--- src/rtl/edge_event_sequencer.sv ---
// Walks an N_STEPS table of edge/event wait conditions, advancing one step per match.
// Supports one-shot or looping runs with an optional per-step timeout.
module edge_event_sequencer #(
    parameter int N_SIG   = 2,
    parameter int N_EVT   = 1,
    parameter int N_STEPS = 4,
    parameter int TMO_W   = 16,
    parameter int CNT_W   = 8,
    localparam int STEP_W = (N_STEPS > 1) ? $clog2(N_STEPS) : 1
) (
    input  logic                       clk,
    input  logic                       rst,
    input  logic [N_SIG-1:0]           sig,
    input  logic [N_EVT-1:0]           evt,
    input  logic [N_STEPS*N_SIG-1:0]   pos_mask,
    input  logic [N_STEPS*N_SIG-1:0]   neg_mask,
    input  logic [N_STEPS*N_EVT-1:0]   evt_mask,
    input  logic                       loop_en,
    input  logic [TMO_W-1:0]           tmo_cycles,
    input  logic                       start,
    input  logic                       abort,
    output logic                       busy,
    output logic [STEP_W-1:0]          step_idx,
    output logic                       step_hit,
    output logic [N_SIG-1:0]           hit_pos,
    output logic [N_SIG-1:0]           hit_neg,
    output logic [N_EVT-1:0]           hit_evt,
    output logic                       done,
    output logic                       timeout,
    output logic [CNT_W-1:0]           loop_count
);

    typedef enum logic {IDLE, WAIT} state_t;

    state_t             state, state_n;
    logic [N_SIG-1:0]   prev;
    logic [TMO_W-1:0]   tmo_cnt, tmo_cnt_n;
    logic [STEP_W-1:0]  step_n;
    logic [CNT_W-1:0]   loop_n;
    logic               step_hit_n, done_n, timeout_n;
    logic [N_SIG-1:0]   hit_pos_n, hit_neg_n;
    logic [N_EVT-1:0]   hit_evt_n;

    logic [N_SIG-1:0]   pe, ne, m_pos, m_neg;
    logic [N_EVT-1:0]   m_evt;
    logic               match, last, tmo_hit;
    int unsigned        sig_base, evt_base;

    always_comb begin
        pe       = sig & ~prev;
        ne       = ~sig & prev;
        sig_base = int'(step_idx) * N_SIG;
        evt_base = int'(step_idx) * N_EVT;
        m_pos    = pe  & pos_mask[sig_base +: N_SIG];
        m_neg    = ne  & neg_mask[sig_base +: N_SIG];
        m_evt    = evt & evt_mask[evt_base +: N_EVT];
        match    = (|m_pos) | (|m_neg) | (|m_evt);
        last     = (step_idx == STEP_W'(N_STEPS - 1));
        tmo_hit  = (tmo_cycles != '0) && (tmo_cnt == tmo_cycles - TMO_W'(1));
    end

    always_comb begin
        state_n    = state;
        step_n     = step_idx;
        tmo_cnt_n  = tmo_cnt;
        loop_n     = loop_count;
        step_hit_n = 1'b0;
        done_n     = 1'b0;
        timeout_n  = 1'b0;
        hit_pos_n  = '0;
        hit_neg_n  = '0;
        hit_evt_n  = '0;
        case (state)
            IDLE: begin
                if (start && !abort) begin
                    state_n   = WAIT;
                    step_n    = '0;
                    tmo_cnt_n = '0;
                end
            end
            WAIT: begin
                if (abort) begin
                    state_n = IDLE;
                    step_n  = '0;
                end else if (match) begin
                    step_hit_n = 1'b1;
                    hit_pos_n  = m_pos;
                    hit_neg_n  = m_neg;
                    hit_evt_n  = m_evt;
                    tmo_cnt_n  = '0;
                    if (!last) begin
                        step_n = step_idx + STEP_W'(1);
                    end else if (loop_en) begin
                        step_n = '0;
                        loop_n = loop_count + CNT_W'(1);
                    end else begin
                        done_n  = 1'b1;
                        state_n = IDLE;
                    end
                end else if (tmo_hit) begin
                    timeout_n = 1'b1;
                    state_n   = IDLE;
                end else begin
                    tmo_cnt_n = tmo_cnt + TMO_W'(1);
                end
            end
            default: state_n = IDLE;
        endcase
    end

    // prev tracks sig even during reset so no edge appears on release
    always_ff @(posedge clk) begin
        prev <= sig;
        if (rst) begin
            state      <= IDLE;
            step_idx   <= '0;
            tmo_cnt    <= '0;
            loop_count <= '0;
            step_hit   <= 1'b0;
            done       <= 1'b0;
            timeout    <= 1'b0;
            hit_pos    <= '0;
            hit_neg    <= '0;
            hit_evt    <= '0;
        end else begin
            state      <= state_n;
            step_idx   <= step_n;
            tmo_cnt    <= tmo_cnt_n;
            loop_count <= loop_n;
            step_hit   <= step_hit_n;
            done       <= done_n;
            timeout    <= timeout_n;
            hit_pos    <= hit_pos_n;
            hit_neg    <= hit_neg_n;
            hit_evt    <= hit_evt_n;
        end
    end

    assign busy = (state == WAIT);

endmodule
--- config.mk ---
export PLATFORM = sky130hd
export DESIGN_NAME = edge_event_sequencer
export DESIGN_NICKNAME = d
export VERILOG_FILES = /design/src/rtl/edge_event_sequencer.sv
export SDC_FILE = /design/constraint.sdc
export NUM_CORES = 1
export LEC_CHECK = 0
export ABC_AREA = 1
export BUFFER_PORTS_ARGS = -buffer_cell sky130_fd_sc_hd__buf_2
export CAP_MARGIN = 20
export CORE_UTILIZATION = 55
export DETAILED_ROUTE_END_ITERATION = 10
export GPL_TIMING_DRIVEN = 0
export MAX_ROUTING_LAYER = met4
export PLACE_DENSITY = 0.81
export SYNTH_ARGS = -nofsm -noshare
export SYNTH_HDL_FRONTEND = slang
export SYNTH_SLANG_ARGS = --single-unit
--- constraint.sdc ---
create_clock -name clk -period 2.2 [get_ports clk]
set_input_delay 0.22 -clock clk [delete_from_list [all_inputs] [get_ports clk]]
set_output_delay 0.22 -clock clk [all_outputs]
set_load 0.01 [all_outputs]
==> run_results.csv, run 1 <==
group,metric,value,unit
final_layout,n_antenna_cell,0,
logic_synthesis,synth_fp_nets,502,
setup_path,cp_common_cell,"nand3_1",
pwr,p_leak,1.59,nW
cts,cts_root_buf,"clkbuf_8",
setup_path,slowest_delay,370,ps
timing,rsz0062_at_grt,"no",
die,core,0.00475,mm2
timing,layout_setup_ws,177,ps
place,gp_congestion,0.964,
global_routing,grt_first_pass_wirelength,11600,um
setup_path,crit_start,"step_idx[0]",
timing,skew,6.88,ps
logic_synthesis,avgSynthCellArea,6.02,um2
routing,routed_wirelength,7010,um
logic_synthesis,yosysSeqAreaShare,27.1,%
timing,worst_pin_slew,542,ps
cts,clkTransAtPathRegs,80,ps
setup_path,cp.arrival,2220,ps
place,portBuffers,62,
setup_path,crit_type,"reg -> reg",
status,status,"complete, no violations",
pwr,power_density,505,mW/mm2
logic_synthesis,ys_warn_count,0,
timing,min_period,2020,ps
logic_synthesis,synth_cell_types,36,
die,initial_core_util,57.4,%
setup_path,cp_top_family,"simple AND/OR/NAND/NOR gates",
die,std_cell_rows,25,
routing,drc,0,
die,die_height,72.5,um
final_layout,layout-drive-gt1-share,20.8,%
global_routing,grt_pass1_vias,2748,
routing,wl_per_cell,11.8,um
global_routing,antenna_found_initial,0,
place,post-place-ws,-182,ps
global_routing,track_usage,28.7,%
setup_path,r2r_start,"step_idx[0]",
cts,cts_buffer_depth,2,
pwr,ir_drop,0.625,mV
place,hpwl,5290,um
final_layout,area_growth,20.8,%
cts,clock_sinks,37,
setup_path,required,2400,ps
final_layout,nets,576,
cts,cts_tree,"built",
die,die-width,72.5,um
setup_path,path_buf_inv,3,
setup_path,cp_max_fo,10,
die,die_area,0.00525,mm2
cts,cts_made_buffers,5,
routing,drt_iter0_drc,166,
timing,finalSetupViolations,0,
timing,hold_slack,32.3,ps
timing,maxSlewHeadroom,63.9,%
place,placed_cell_area,0.00313,mm2
run,maxCapViolations,0,
timing,period_share,91.9,%
timing,drv_slew,0,
logic_synthesis,synth_seq_cells,37,
setup_path,end_kind,"flip-flop",
setup_path,path_cells,"inv_2 -> buf_2 -> nand2_1 -> nand3_1 -> nand4_1 -> nand3_1 -> nor2_4 -> nand3_1 -> o21bai_4 -> nand2_4 -> buf_4 -> nor2_1 -> nor2_1",
final_layout,finalInstanceArea,0.00330,mm2
global_routing,grt_max_degree,12,
logic_synthesis,syn-instance-count,454,
routing,drtAntennaViolNets,0,
timing,hold_violations,0,
setup_path,slowest_stage,"dfxtp_2",
global_routing,overflow,0,
hold_path,hold_path.class,"in -> reg",
cts,htreeDepth,2,
pwr,power,0.00167,W
timing,fmaxAchievable,494,MHz
logic_synthesis,netlist_area,0.00273,mm2
die,boundaryPins,63,
cts,clock_latency,300,ps
routing,num_vias,3066,
routing,drt_pre_antenna_iters,4,
setup_path,start_kind,"flip-flop",
hold_path,holdCritStartpoint,"sig[0]",
cts,cts_hold_buffers,0,
routing,via_per_inst,5.14,
-- routing by layer --
layer	part of all wire [%]	global-route usage [%]	vias up
met5	0	-	-
met4	3.4	13.7	0
li1	-	-	1597
met3	4.4	3.89	24
met2	47	48.3	97
met1	45	33.9	1348
-- logic make-up after synthesis --
logic type	synth area share (%)
xor+xnor	5.08
fa+ha+maj	1.83
buf+inv	8.84
flops	27.1
simple gates	48.6
compound gates	8.52
-- cells in the mapped netlist (all sizes together) --
master / number / share of area [%]
clkbuf: 1 / 0.14
a211oi: 1 / 0.27
buf: 5 / 1.1
a21oi: 13 / 2.4
o21bai: 2 / 0.96
o21ai: 19 / 3.5
nand4: 10 / 2.3
nand2: 140 / 20
nor3: 10 / 1.8
clkinv: 2 / 0.27
nand3: 45 / 8.4
nand3b: 5 / 1.4
o211ai: 3 / 0.82
nor2: 78 / 13
and3: 1 / 0.23
xnor2: 8 / 2.6
and2: 1 / 0.23
nor4: 4 / 0.92
xor2: 7 / 2.5
nor3b: 3 / 0.82
o21ba: 1 / 0.37
dfxtp: 37 / 27
a31oi: 1 / 0.23
ha: 4 / 1.8
inv: 53 / 7.3
-- metrics by stage --
step	setup TNS, ps	cells	utilization (%)
after floorplan	0	454	-
after global placement	-2290	583	65.7
after detailed placement	-2030	583	65.7
after CTS	0	593	68.3
after global routing	0	596	69.4
final	0	596	69.4
-- layout by cell type (no fill, tap or decap), types with 4 or more instances in the layout --
| master | n |
|---|---|
| a21oi_1 | 13 |
| buf_2 | 64 |
| buf_4 | 5 |
| clkbuf_8 | 7 |
| dfxtp_1 | 35 |
| ha_1 | 4 |
| inv_1 | 50 |
| nand2_1 | 135 |
| nand3_1 | 44 |
| nand3b_1 | 5 |
| nand4_1 | 10 |
| nor2_1 | 64 |
| nor2_2 | 10 |
| nor3_1 | 9 |
| nor4_1 | 4 |
| o21ai_0 | 17 |
| xnor2_1 | 8 |
| xor2_1 | 6 |
-- sequential cells by signal, summed over array words and instances (netlist names) --
name,flops
hit_neg,2
tmo_cnt,16
busy,1
step_idx,2
prev,2
hit_pos,2
done,1
hit_evt,1
loop_count,8
step_hit,1
timeout,1
-- where the power goes --
part / switching (W) / internal, W / leakage [nW]
sequential: 0.0000320 / 0.000696 / 0.302
combinational: 0.000238 / 0.000152 / 1.23
clock: 0.000265 / 0.000284 / 0.0542
-- cell type report --
type / instances / area (um2)
sequential: 37 / 743
fill: 449 / 1460
buffer: 6 / 40.0
multi-input combinational: 356 / 1770
clock inverter: 1 / 5.00
timing repair inverter: 1 / 7.51
tap: 67 / 83.8
timing repair buffer: 66 / 340
clock buffer: 7 / 96.3
inverter: 55 / 210
-- worst register-to-register path, cell delays in order, from the launching register on --
cell,delay [ps]
dfxtp_2,370
inv_2,50
buf_2,170
nand2_1,80
nand3_1,60
nand4_1,120
nand3_1,130
nor2_4,180
nand3_1,130
o21bai_4,190
nand2_4,110
buf_4,200
nor2_1,100
nor2_1,50
-- worst paths after layout --
check / end / slack [ps] / cells after the start
setup / recovery: tmo_cnt[12] / 180 / 13
hold reg to reg: loop_count[7] / 500 / 2
hold / removal: prev[0] / 30 / 1
setup reg to reg: tmo_cnt[12] / 180 / 13
-- timing repair --
item	CTS	global route
endpoints found under the setup margin	14	21
gates resized for setup	2	11
buffers inserted	2	2
pin swaps	1	2
gates cloned	0	1
Power figures use the tool's default switching activity.
==> run 2: changes to the inputs <==
--- a/config.mk
+++ b/config.mk
@@ -5,14 +5,13 @@
 export SDC_FILE = /design/constraint.sdc
 export NUM_CORES = 1
 export LEC_CHECK = 0
-export ABC_AREA = 1
 export BUFFER_PORTS_ARGS = -buffer_cell sky130_fd_sc_hd__buf_2
 export CAP_MARGIN = 20
-export CORE_UTILIZATION = 55
+export CORE_UTILIZATION = 54
 export DETAILED_ROUTE_END_ITERATION = 10
 export GPL_TIMING_DRIVEN = 0
 export MAX_ROUTING_LAYER = met4
-export PLACE_DENSITY = 0.81
+export PLACE_DENSITY = 0.8
 export SYNTH_ARGS = -nofsm -noshare
 export SYNTH_HDL_FRONTEND = slang
 export SYNTH_SLANG_ARGS = --single-unit
==> run_results.csv, run 2 <==
group,metric,value,unit
status,status,"complete, but fails checks",
status,violations,"setup timing",
global_routing,track_usage,28.1,%
logic_synthesis,synth_top_family_by_area,"simple AND/OR/NAND/NOR gates",
timing,min_period,2510,ps
global_routing,antenna_found_initial,0,
setup_path,required,2380,ps
global_routing,overflow,0,
global_routing,grt_pass1_vias,2530,
timing,hold_slack,48.7,ps
setup_path,end_kind,"flip-flop",
logic_synthesis,yosysMostFrequentCell,"dfxtp_1",
global_routing,top_usage_layer,"met2",
timing,layout_setup_ws,-312,ps
pwr,p_switching,0.000382,W
timing,setup_tns,-5170,ps
routing,routed_wirelength,6580,um
die,std_cell_rows,24,
logic_synthesis,synth_compound_area_share,16.5,%
pwr,p_clk_share,40.2,%
logic_synthesis,synth_common_cells,"dfxtp_1, nor2_1, nand2_1",
timing,fmaxAchievable,398,MHz
global_routing,grt_max_degree,12,
timing,rsz0062_at_grt,"yes",
final_layout,nets,409,
cts,clkTransAtPathRegs,70,ps
die,die_area,0.00513,mm2
logic_synthesis,synth_cell_types,58,
die,initial_core_util,58.1,%
pwr,p_comb_share,15.4,%
place,hpwl,4970,um
logic_synthesis,synthSimpleGateAreaFrac,35.2,%
final_layout,top_regs,"tmo_cnt x16, loop_count x8",
final_layout,area_growth,25.9,%
timing,period_share,114,%
timing,worst_pin_slew,737,ps
timing,hold_violations,0,
logic_synthesis,synth-xor-area-share,8.37,%
routing,drc,0,
final_layout,regMostFlops,"tmo_cnt",
setup_path,path_cells,"buf_6 -> mux4_2 -> a22oi_2 -> nand4_4 -> nor4_4 -> o2111a_2 -> nor4b_2 -> a311o_1",
die,die-width,71.6,um
timing,maxSlewHeadroom,50.9,%
cts,cts_made_buffers,5,
setup_path,cp.arrival,2690,ps
logic_synthesis,synthAdderAreaFrac,1.91,%
global_routing,grt_first_pass_wirelength,11100,um
hold_path,holdCritStartpoint,"sig[0]",
cts,cts_root_buf,"clkbuf_8",
pwr,p_leak,1.29,nW
hold_path,hold_depth,1,
cts,cts_buffer_depth,2,
logic_synthesis,yosysSeqAreaShare,28.3,%
final_layout,mostFrequentLayoutCells,"buf_2, dfxtp_1, nor2_1",
final_layout,final_core_util,73.1,%
logic_synthesis,ys_warn_count,0,
routing,wl_per_cell,15.9,um
cts,htreeDepth,2,
logic_synthesis,yosys.area.top_type,"dfxtp_1",
routing,drt_iter0_drc,129,
cts,cts_tree,"built",
final_layout,n_antenna_cell,0,
logic_synthesis,ys_async_sr_fraction,0,%
pwr,p_seq_share,44.4,%
hold_path,hold_path.class,"in -> reg",
logic_synthesis,avgSynthCellArea,9.08,um2
logic_synthesis,synth_flop_cell,"dfxtp_1",
timing,skew,7.21,ps
setup_path,crit_start,"step_idx[0]",
setup_path,crit_type,"reg -> reg",
global_routing,grt_use_met3,5.91,%
final_layout,largest_register_ffs,16,
timing,drv_slew,0,
cts,clock_latency,290,ps
die,core,0.00450,mm2
logic_synthesis,synth_edf_count,0,
cts,clock_sinks,37,
logic_synthesis,synthMuxAreaShare,5.83,%
global_routing,grt.met2_usage,47.7,%
logic_synthesis,synthTopCellsByArea,"dfxtp_1, xor2_1, mux4_2",
logic_synthesis,synth_seq_cells,37,
routing,via_per_inst,6.26,
routing,drtAntennaViolNets,0,
routing,num_vias,2591,
setup_path,slowest_delay,520,ps
die,die_height,71.6,um
setup_path,slowest_stage,"mux4_2",
pwr,power_density,464,mW/mm2
setup_path,cp_max_fo,7,
logic_synthesis,synth_top_area_share,28.3,%
global_routing,use_met1,32.9,%
pwr,ir_drop,0.377,mV
place,portBuffers,61,
place,gp_congestion,0.855,
setup_path,regToRegSetupSlack,-310,ps
run,maxCapViolations,0,
timing,finalSetupViolations,25,
cts,cts_hold_buffers,0,
setup_path,r2r_start,"step_idx[0]",
pwr,swShare,25.0,%
setup_path,start_kind,"flip-flop",
routing,drt_pre_antenna_iters,5,
pwr,internal_power,0.00114,W
logic_synthesis,synth_fp_nets,336,
logic_synthesis,netlist_area,0.00262,mm2
final_layout,layout_commonest_cell,"buf_2",
die,boundaryPins,63,
final_layout,layout-drive-gt1-share,35.1,%
setup_path,reg2reg_depth,8,
logic_synthesis,syn-instance-count,288,
[run 2: cell type report]
class                      count  area (um2)
clock buffer                   7        86.3
inverter                      14        52.6
sequential                    37         744
multi-input combinational    228        1920
buffer                         9        57.6
clock inverter                 1        30.0
fill                         345        1210
timing repair buffer          66         343
tap                           52        65.1
[run 2: cells by family after synthesis]
logic type | Yosys count
adders and majority gates | 4
AOI/OAI and AO/OA | 42
muxes | 9
buffers and inverters | 23
and+or+nand+nor | 148
xor gates and xnor gates | 25
DFF | 37
[run 2: worst paths after layout]
path / end
min: prev[0]
min reg2reg: tmo_cnt[1]
max: tmo_cnt[3]
max reg2reg: tmo_cnt[3]
[run 2: power groups by stage]
| stage | combinational [W] | sequential [W] | clock [W] |
|---|---|---|---|
| 2_1_floorplan | 0.000130 | 0.000694 | 0 |
| 3_3_place_gp | 0.000210 | 0.000693 | 0 |
| 3_5_place_dp | 0.000216 | 0.000693 | 0 |
| 4_1_cts | 0.000227 | 0.000678 | 0.000621 |
| 5_1_grt | 0.000256 | 0.000678 | 0.000655 |
| 6_report | 0.000235 | 0.000678 | 0.000613 |
[run 2: repair_timing]
item                       in CTS  in global routing
pin swaps                       9                  6
resized for setup               7                 20
setup endpoints to repair      18                 27
buffers inserted                5                  0
[run 2: critical path: cells and delay by family (launching register included)]
| family | cells | cell delay [ps] |
|---|---|---|
| AOI/OAI and AO/OA | 3 | 930 |
| muxes | 1 | 520 |
| and+or+nand+nor | 3 | 440 |
| DFF | 1 | 350 |
| buffers and inverters | 1 | 140 |
[run 2: layer usage]
metal | part of all wire, % | vias to the layer above
met1 | 41 | 1238
met4 | 1.6 | 0
met2 | 52 | 80
met3 | 5.6 | 13
met5 | 0 | -
li1 | - | 1260
[run 2: per-stage QoR]
| step | setup WS (ps) | cells | total power [W] | instance area [um2] |
|---|---|---|---|---|
| after global routing | -420 | 414 | 0.00159 | 3290 |
| after CTS | -415 | 414 | 0.00153 | 3200 |
| after detailed placement | -713 | 401 | 0.000910 | 3010 |
| after global placement | -648 | 401 | 0.000903 | 3010 |
| after floorplan | -256 | 288 | 0.000823 | 2640 |
| final | -312 | 414 | 0.00153 | 3290 |
